--- src/rtl/nubus_slave.sv ---
// NuBus slave controller: decodes slot-space START cycles, runs a valid/ready
// access on the local port and terminates with a one-cycle ACK plus status.
module nubus_slave #(
  parameter bit          SUPER_EN = 1'b0,
  parameter int unsigned TIMEOUT  = 255
) (
  input  logic        nub_clkn,
  input  logic        nub_resetn,
  input  logic        nub_startn,
  input  logic        nub_ackn,
  input  logic [3:0]  nub_idn,
  input  logic        nub_tm1n,
  input  logic        nub_tm0n,
  input  logic [31:0] nub_adn,
  input  logic        busy_i,
  input  logic        mem_ready,
  input  logic        mem_err,
  input  logic [31:0] mem_rdata,
  output logic        mem_valid,
  output logic        mem_write,
  output logic [23:0] mem_addr,
  output logic [3:0]  mem_be,
  output logic [31:0] mem_wdata,
  output logic        ack_o,
  output logic [1:0]  stat_o,
  output logic        ad_oe_o,
  output logic [31:0] rd_data_o
);

  typedef enum logic [1:0] {
    S_IDLE,
    S_DATA,
    S_MEM,
    S_ACK
  } state_t;

  localparam logic [7:0] TO_LIM = 8'(TIMEOUT);

  localparam logic [1:0] ST_OK    = 2'b00;
  localparam logic [1:0] ST_ERR   = 2'b01;
  localparam logic [1:0] ST_TMO   = 2'b10;
  localparam logic [1:0] ST_RETRY = 2'b11;

  state_t      state_q, state_d;
  logic [7:0]  cnt_q, cnt_d;
  logic        mem_valid_q, mem_valid_d;
  logic        mem_write_q, mem_write_d;
  logic [23:0] mem_addr_q, mem_addr_d;
  logic [3:0]  mem_be_q, mem_be_d;
  logic [31:0] mem_wdata_q, mem_wdata_d;
  logic        ack_q, ack_d;
  logic [1:0]  stat_q, stat_d;
  logic        ad_oe_q, ad_oe_d;
  logic [31:0] rd_data_q, rd_data_d;

  logic [31:0] ad;
  logic        start, ack_seen, match, reserved;
  logic [3:0]  slot, be_dec;
  logic [7:0]  cnt_inc;

  always_comb begin
    ad       = ~nub_adn;
    start    = ~nub_startn;
    ack_seen = ~nub_ackn;
    slot     = ~nub_idn;
    match    = ((ad[31:28] == 4'hF) && (ad[27:24] == slot)) ||
               (SUPER_EN && (ad[31:28] == slot));
    reserved = 1'b0;
    be_dec   = '0;
    if (!nub_tm0n) begin
      be_dec = 4'b0001 << ad[1:0];
    end else begin
      unique case (ad[1:0])
        2'b00:   be_dec = 4'b1111;
        2'b01:   be_dec = 4'b0011;
        2'b11:   be_dec = 4'b1100;
        default: reserved = 1'b1;
      endcase
    end
    cnt_inc = cnt_q + 8'd1;
  end

  always_comb begin
    state_d     = state_q;
    cnt_d       = cnt_q;
    mem_valid_d = mem_valid_q;
    mem_write_d = mem_write_q;
    mem_addr_d  = mem_addr_q;
    mem_be_d    = mem_be_q;
    mem_wdata_d = mem_wdata_q;
    ack_d       = 1'b0;
    stat_d      = stat_q;
    ad_oe_d     = 1'b0;
    rd_data_d   = rd_data_q;

    unique case (state_q)
      S_IDLE: begin
        // A START carrying ACK in the same cycle is an attention cycle.
        if (start && !ack_seen && match) begin
          mem_addr_d  = ad[23:0];
          mem_write_d = ~nub_tm1n;
          mem_be_d    = be_dec;
          if (busy_i) begin
            stat_d  = ST_RETRY;
            ack_d   = 1'b1;
            state_d = S_ACK;
          end else if (reserved) begin
            stat_d  = ST_ERR;
            ack_d   = 1'b1;
            state_d = S_ACK;
          end else begin
            state_d = S_DATA;
          end
        end
      end
      S_DATA: begin
        if (mem_write_q) mem_wdata_d = ad;
        cnt_d       = '0;
        mem_valid_d = 1'b1;
        state_d     = S_MEM;
      end
      S_MEM: begin
        cnt_d = cnt_inc;
        if (mem_ready) begin
          if (!mem_write_q) rd_data_d = mem_rdata;
          stat_d      = mem_err ? ST_ERR : ST_OK;
          ad_oe_d     = !mem_write_q && !mem_err;
          ack_d       = 1'b1;
          mem_valid_d = 1'b0;
          state_d     = S_ACK;
        end else if (cnt_inc == TO_LIM) begin
          stat_d      = ST_TMO;
          ack_d       = 1'b1;
          mem_valid_d = 1'b0;
          state_d     = S_ACK;
        end
      end
      S_ACK: begin
        state_d = S_IDLE;
      end
      default: begin
        mem_valid_d = 1'b0;
        state_d     = S_IDLE;
      end
    endcase
  end

  always_ff @(posedge nub_clkn or negedge nub_resetn) begin
    if (!nub_resetn) begin
      state_q     <= S_IDLE;
      cnt_q       <= '0;
      mem_valid_q <= 1'b0;
      mem_write_q <= 1'b0;
      mem_addr_q  <= '0;
      mem_be_q    <= '0;
      mem_wdata_q <= '0;
      ack_q       <= 1'b0;
      stat_q      <= '0;
      ad_oe_q     <= 1'b0;
      rd_data_q   <= '0;
    end else begin
      state_q     <= state_d;
      cnt_q       <= cnt_d;
      mem_valid_q <= mem_valid_d;
      mem_write_q <= mem_write_d;
      mem_addr_q  <= mem_addr_d;
      mem_be_q    <= mem_be_d;
      mem_wdata_q <= mem_wdata_d;
      ack_q       <= ack_d;
      stat_q      <= stat_d;
      ad_oe_q     <= ad_oe_d;
      rd_data_q   <= rd_data_d;
    end
  end

  assign mem_valid = mem_valid_q;
  assign mem_write = mem_write_q;
  assign mem_addr  = mem_addr_q;
  assign mem_be    = mem_be_q;
  assign mem_wdata = mem_wdata_q;
  assign ack_o     = ack_q;
  assign stat_o    = stat_q;
  assign ad_oe_o   = ad_oe_q;
  assign rd_data_o = rd_data_q;

endmodule

--- config.mk ---
export PLATFORM = sky130hd
export DESIGN_NAME = nubus_slave
export DESIGN_NICKNAME = d
export VERILOG_FILES = /design/src/rtl/nubus_slave.sv
export SDC_FILE = /design/constraint.sdc
export NUM_CORES = 1
export LEC_CHECK = 0
export CORE_MARGIN = 1
export CORE_UTILIZATION = 43
export DETAILED_ROUTE_END_ITERATION = 7
export PLACE_DENSITY = 0.8
export SYNTH_ARGS = -nofsm -noshare
export SYNTH_HDL_FRONTEND = slang
export SYNTH_SLANG_ARGS = --single-unit
--- constraint.sdc ---
create_clock -name nub_clkn -period 3.2 [get_ports nub_clkn]
set_input_delay 0.8 -clock nub_clkn [delete_from_list [all_inputs] [get_ports nub_clkn]]
set_output_delay 0.8 -clock nub_clkn [all_outputs]
set_load 0.05 [all_outputs]
==> results of run 1 <==
==> sequential cells by signal (all words and copies together) (netlist names) <==
signal	cells
ack_o	1
mem_valid	1
stat_o	2
mem_be	4
rd_data_o	32
state_q	2
ad_oe_o	1
mem_addr	24
mem_write	1
cnt_q	8
mem_wdata	32
==> area by class of cell <==
cell class                 instances  area (µm²)
clock inverter                     6        71.3
inverter                          12        45.0
clock buffer                       9         124
fill                             791        3360
sequential                       108        2700
multi-input combinational        251        1560
timing repair buffer             177        1790
tap                              133         166
==> cells in the mapped netlist, drive strengths merged (4+ instances only) <==
master and n:
ha 10, o22ai 4, dfrtp 108, nor2 7
xnor2 4, nand2 76, mux2 32, nand3 4
inv 10, a21oi 7, clkbuf 19, o21ai 68
==> worst min path at each step <==
stage / slack [ns] / depth (start not counted) / startpoint / to
after floorplan: 0.50 / 0 / nub_resetn / ack_o$_DFF_PN0_
after global placement: 0.46 / 2 / mem_addr[17]$_DFFE_PN0P_ / mem_addr[17]$_DFFE_PN0P_
after detailed placement: 0.47 / 2 / mem_addr[18]$_DFFE_PN0P_ / mem_addr[18]$_DFFE_PN0P_
after CTS: 0.36 / 1 / nub_resetn / rd_data_o[4]$_DFFE_PN0P_
after global routing: 0.39 / 1 / nub_resetn / rd_data_o[4]$_DFFE_PN0P_
final: 0.37 / 1 / nub_resetn / rd_data_o[14]$_DFFE_PN0P_
==> report_power, final <==
group / switching [mW] / total [mW] / internal [mW] / leakage [nW]
clock network: 0.471 / 0.838 / 0.366 / 0.0976
logic: 1.90 / 2.95 / 1.05 / 1.44
registers: 0.204 / 1.96 / 1.75 / 1.27
total: 2.58 / 5.75 / 3.17 / 2.81
==> logic make-up (layout without fill, tap and decap cells) <==
family                   after synthesis  in the layout  share of synthesized area (%)
adder cells (fa/ha/maj)               10             10                           2.86
AND/OR/NAND/NOR                      109            109                           11.1
buffers and inverters                 31            204                           2.66
XOR/XNOR                               4              4                          0.801
flip-flops                           108            108                           61.8
AO/OA/AOI/OAI                         93             93                           11.9
multiplexers                          35             35                           8.92
==> metrics by stage <==
step	utilization [%]	power [mW]	setup slack, ns	cells
floorplan	-	3.90	0.776	390
global placement	63.7	4.88	0.343	681
detailed placement	63.7	4.95	0.277	681
CTS	65.7	5.80	0.668	696
global route	65.7	6.04	0.581	696
finish	65.7	5.75	0.655	696
==> per-layer routing <==
layer | up-vias | global-route usage (%) | wire (µm) | part of all wire [%]
met1 | 1624 | 24.6 | 4260 | 40
met2 | 118 | 33.8 | 5260 | 50
met3 | 10 | 7.39 | 947 | 9.0
met4 | 0 | 7.04 | 88 | 0.83
li1 | 1679 | - | - | -
met5 | - | 0 | 0 | 0
==> worst reg2reg max path: cells and delay by family (launching register included) <==
kind            cells  cell delay (ns)
fa+ha+maj           1             0.27
compound gates      3             0.57
buf+inv             1             0.22
simple gates        2             0.70
flops               1             0.43
==> impl_metrics.sql, run 1 <==
INSERT INTO impl_metrics (metric_group, metric, value, unit) VALUES
('outcome', 'status', 'finished, final reports clean', ''),
('setup_path', 'path_cells', 'clkdlybuf4s50_1, nor4b_1, nand2_1, or4_2, buf_12, nand2_1, o21ai_0', ''),
('clocking', 'clk-insertion-delay-late', '0.37', 'ns'),
('power', 'cellPowerDensity', '891', 'nW/µm²'),
('setup_path', 'critPathLaunch', 'nub_startn', ''),
('synth', 'number_of_enable_type_register_cells_in_the_synthesized_netlist', '0', ''),
('setup_path', 'critPathCapture', 'mem_be[2]$_DFFE_PN0P_', ''),
('layout', 'antenna_cells', '0', ''),
('setup_path', 'worst_r2r_startpoint', 'cnt_q[0]$_DFFE_PN0P_', ''),
('setup_path', 'cp-end-kind', 'register', ''),
('synth', 'mappedNetlistArea', '4370', 'µm²'),
('grt', 'globalRouteOverflowTotal', '0', ''),
('setup_path', 'crit_type', 'primary input to register', ''),
('clocking', 'cts_setup_buffers', '0', ''),
('clocking', 'cts.repair.resized', '0', ''),
('layout', 'nNetsFinal', '646', ''),
('layout', 'post_route_cells_drive_above_1_share', '10.5', '%'),
('placement', 'detailed_place_hpwl', '7630', 'µm'),
('synth', 'avgSynthCellArea', '11.2', 'µm²'),
('floorplan', 'core_area', '9820', 'µm²'),
('timing', 'final.period_utilization', '79.5', '%'),
('layout', 'flow.area_growth_from_synthesis', '47.6', '%'),
('power', 'peakVddDrop', '0.000397', 'V'),
('setup_path', 'cp_top_family', 'simple AND/OR/NAND/NOR gates', ''),
('timing', 'timing.slew.headroom', '35.0', '%'),
('clocking', 'clk_root_buffer_cell', 'sky130_fd_sc_hd__clkbuf_8', ''),
('clocking', 'cts_tree', 'done', ''),
('floorplan', 'die_area', '10600', 'µm²'),
('layout', 'layout.cell_area.non_filler', '6450', 'µm²'),
('clocking', 'cts_buffers', '9', ''),
('synth', 'yosys_most_used_dff', 'sky130_fd_sc_hd__dfrtp_1', ''),
('grt', 'grt_first_pass_wirelength', '16400', 'µm'),
('setup_path', 'timing.reg2reg.setup_slack', '0.92', 'ns'),
('setup_path', 'path_common_cell', 'sky130_fd_sc_hd__nand2_1', ''),
('floorplan', 'chipWidth', '103', 'µm'),
('clocking', 'clk_pin_slew', '0.12', 'ns'),
('timing', 'timing.clock.skew', '0.0204', 'ns'),
('timing', 'rsz0062_at_grt', 'no', ''),
('floorplan', 'initial_utilization', '44.5', '%'),
('synth', 'synth_top_area_share', '61.8', '%'),
('timing', 'maxClockFrequency', '393', 'MHz'),
('placement', 'port-buffer-count', '174', ''),
('synth', 'ys_seq_elements', '108', ''),
('grt', 'grt_max_degree', '76', ''),
('route', 'routed_via_density', '4.93', ''),
('placement', 'globalplace.congestion', '0.810', ''),
('synth', 'yosysUniqueCellTypes', '38', ''),
('setup_path', 'worst_r2r_endpoint', 'mem_valid$_DFFE_PN0P_', ''),
('clocking', 'cts-root-to-sink-buffers', '2', ''),
('route', 'routed_wirelength', '10600', 'µm'),
('setup_path', 'count_of_buffer_and_inverter_cells_on_the_critical_path', '2', ''),
('grt', 'antenna_found_initial', '0', ''),
('timing', 'final_min_period', '2.54', 'ns'),
('synth', 'synth_sequential_area_ratio', '61.8', '%'),
('timing', 'max_slew.worst_pin.slew', '0.972', 'ns'),
('grt', 'via_count_of_the_first_global_routing_pass', '3426', ''),
('route', 'antenna_left', '0', ''),
('synth', 'yosys-top-cells-area', 'sky130_fd_sc_hd__dfrtp_1 62%, sky130_fd_sc_hd__mux2_2 8.2%, sky130_fd_sc_hd__o21ai_0 7.7%', ''),
('route', 'drt-pass1-iter-count', '4', ''),
('setup_path', 'worst_ep_arrival_time', '2.78', 'ns'),
('setup_path', 'slowest_stage', 'sky130_fd_sc_hd__or4_2', ''),
('route', 'wire_length_per_cell_after_detailed_routing', '15.2', 'µm'),
('hold_path', 'min-delay-path-class', 'primary input to async pin', ''),
('grt', 'groute.usage.overall', '20.4', '%'),
('floorplan', 'io-pin-count', '175', ''),
('route', 'drt_iter0_drc', '117', ''),
('synth', 'ys_warn_count', '0', ''),
('clocking', 'htree_num_levels', '3', ''),
('timing', 'final-setup-viol-count', '0', ''),
('timing', 'final-max-slew-violation-count', '0', ''),
('synth', 'syn-instance-count', '390', '');
No activity file was read; power rests on OpenSTA's default activity.
==> run 2, diff against run 1 <==
==> constraint.sdc (replaced) <==
create_clock -name nub_clkn -period 2.5 [get_ports nub_clkn]
set_input_delay 0.625 -clock nub_clkn [delete_from_list [all_inputs] [get_ports nub_clkn]]
set_output_delay 0.625 -clock nub_clkn [all_outputs]
set_load 0.05 [all_outputs]
==> run 2 against run 1 <==
Net effect: cell count is 1.3% higher; clock-buffer cell count stayed put; critical path depth stayed put; cell area is 0.64% higher; largest power group unchanged.
==> impl_metrics.sql, run 2 (synthesis gave the netlist of run 1 again) <==
INSERT INTO impl_metrics (metric_group, metric, value, unit) VALUES
('outcome', 'status', 'finished, final reports clean', ''),
('timing', 'timing_hold_violations_final', '0', ''),
('clocking', 'clk_root_buffer_cell', 'sky130_fd_sc_hd__clkbuf_8', ''),
('route', 'drt-pass1-iter-count', '4', ''),
('timing', 'final.period_utilization', '92.4', '%'),
('route', 'antenna_left', '0', ''),
('timing', 'timing.slew.headroom', '33.0', '%'),
('placement', 'detailed_place_hpwl', '7660', 'µm'),
('placement', 'port-buffer-count', '174', ''),
('grt', 'grt_max_degree', '109', ''),
('setup_path', 'path_cells', 'ha_1, and3_4, or4_1, a222oi_1, buf_4, o21ai_1, a22o_1', ''),
('timing', 'timing.clock.skew', '0.00987', 'ns'),
('setup_path', 'max_stage_delay', '0.47', 'ns'),
('floorplan', 'num_rows', '36', ''),
('layout', 'post_route_cells_drive_above_1_share', '12.1', '%'),
('timing', 'rsz0062_at_grt', 'no', ''),
('route', 'routed_via_density', '4.98', ''),
('route', 'detailed_route_via_count', '3514', ''),
('layout', 'flow.area_growth_from_synthesis', '48.5', '%'),
('setup_path', 'path_max_fanout', '8', ''),
('placement', 'place_worst_setup_slack', '-0.276', 'ns'),
('clocking', 'clk_pin_slew', '0.10', 'ns'),
('floorplan', 'floorplan.die.height', '103', 'µm'),
('grt', 'globalRouteOverflowTotal', '0', ''),
('setup_path', 'cp-start-kind', 'register', ''),
('layout', 'antenna_cells', '0', ''),
('floorplan', 'io-pin-count', '175', ''),
('route', 'remaining_drc_errors', '0', ''),
('floorplan', 'initial_utilization', '44.5', '%'),
('grt', 'via_count_of_the_first_global_routing_pass', '3476', ''),
('setup_path', 'worst_ep_arrival_time', '2.56', 'ns'),
('power', 'peakVddDrop', '0.000492', 'V'),
('grt', 'antenna_found_initial', '0', ''),
('setup_path', 'slowest_stage', 'sky130_fd_sc_hd__or4_1', ''),
('timing', 'hold_slack', '0.278', 'ns'),
('clocking', 'cts_buffers', '9', ''),
('setup_path', 'cp-end-kind', 'register', ''),
('timing', 'max_slew.worst_pin.slew', '1.00', 'ns'),
('timing', 'final-max-slew-violation-count', '0', ''),
('route', 'wl_met2', '5260', 'µm'),
('layout', 'final_common_cell', 'sky130_fd_sc_hd__clkdlybuf4s50_1', ''),
('clocking', 'cts_tree', 'done', ''),
('route', 'met1Wirelength', '4320', 'µm'),
('clocking', 'clk-insertion-delay-late', '0.36', 'ns'),
('grt', 'groute.usage.overall', '20.3', '%'),
('clocking', 'htree_num_levels', '3', ''),
('grt', 'grt_first_pass_wirelength', '16500', 'µm'),
('power', 'p_leak', '2.84', 'nW'),
('hold_path', 'min-delay-path-class', 'primary input to async pin', ''),
('floorplan', 'chipWidth', '103', 'µm'),
('placement', 'globalplace.congestion', '0.853', ''),
('timing', 'maxClockFrequency', '433', 'MHz'),
('route', 'routed_wirelength', '10600', 'µm'),
('floorplan', 'core_area', '9820', 'µm²'),
('setup_path', 'timing.critical_path.required', '2.75', 'ns'),
('clocking', 'tritoncts_num_sinks', '108', ''),
('route', 'wl_met3', '947', 'µm'),
('route', 'drt_iter0_drc', '79', ''),
('route', 'wire_length_per_cell_after_detailed_routing', '15.0', 'µm'),
('job', 'max_cap_viol_count', '0', ''),
('layout', 'nNetsFinal', '655', ''),
('timing', 'final-setup-viol-count', '0', ''),
('route', 'top_layer_used', 'met4', ''),
('timing', 'final_min_period', '2.31', 'ns'),
('timing', 'fin_ws', '0.189', 'ns'),
('floorplan', 'die_area', '10600', 'µm²'),
('clocking', 'cts-root-to-sink-buffers', '2', ''),
('setup_path', 'crit_type', 'register to register', ''),
('power', 'cellPowerDensity', '1120', 'nW/µm²'),
('layout', 'layout_common_cells', '173 x sky130_fd_sc_hd__clkdlybuf4s50_1, 108 x sky130_fd_sc_hd__dfrtp_1, 75 x sky130_fd_sc_hd__nand2_1', '');
-- run 2: layout make-up --
class / count / area [µm²]
Fill cell: 801 / 3320
Sequential cell: 108 / 2700
Timing Repair Buffer: 186 / 1840
Multi-Input combinational cell: 251 / 1570
Tap cell: 133 / 166
Clock buffer: 9 / 124
Clock inverter: 6 / 51.3
Inverter: 12 / 45.0
-- run 2: worst paths after layout --
path,from,end,slack [ns],cells past startpoint
max,cnt_q[1]$_DFFE_PN0P_,mem_valid$_DFFE_PN0P_,0.19,7
max in group asynchronous,nub_resetn,state_q[0]$_DFFE_PN0P_,1.71,2
min,nub_resetn,rd_data_o[22]$_DFFE_PN0P_,0.28,2
min reg2reg,mem_wdata[31]$_DFFE_PN0P_,mem_wdata[31]$_DFFE_PN0P_,0.49,2
min in group nub_clkn,mem_wdata[31]$_DFFE_PN0P_,mem_wdata[31]$_DFFE_PN0P_,0.49,2
max reg2reg,cnt_q[1]$_DFFE_PN0P_,mem_valid$_DFFE_PN0P_,0.19,7
-- run 2: what timing repair did --
item,4_1_cts,5_1_grt
setup buffers,0,0
hold buffers,0,0
gates resized for setup,0,1
setup endpoints to repair,0,8
-- run 2: per-layer routing --
| layer | global-route usage [%] | vias up |
|---|---|---|
| met3 | 7.39 | 9 |
| met5 | 0 | - |
| met2 | 35.2 | 126 |
| met1 | 24.1 | 1681 |
| li1 | - | 1698 |
| met4 | 5.09 | 0 |
-- run 2: worst max-delay path, delay by kind of cell (launching register included) --
| family | cells | cell delay [ns] |
|---|---|---|
| AO/OA/AOI/OAI | 3 | 0.59 |
| adder cells (fa/ha/maj) | 1 | 0.26 |
| buffers and inverters | 1 | 0.22 |
| flip-flops | 1 | 0.45 |
| AND/OR/NAND/NOR | 2 | 0.69 |
-- run 2: stage by stage --
step           instance area, µm²  power, mW  setup TNS [ns]  util [%]  std cells
6_report                     6500       7.26               0      66.2        705
5_1_grt                      6500       7.63               0      66.2        705
4_1_cts                      6490       7.32               0      66.1        705
3_5_place_dp                 6310       6.35           -7.18      64.3        690
3_3_place_gp                 6310       6.26           -5.91      64.3        690
2_1_floorplan                4370       4.99               0         -        390
-- run 2: power by group --
group	switching, mW	leakage (nW)	internal (mW)
clock	0.592	0.0859	0.368
sequential	0.261	1.27	2.24
combinational	2.43	1.48	1.36
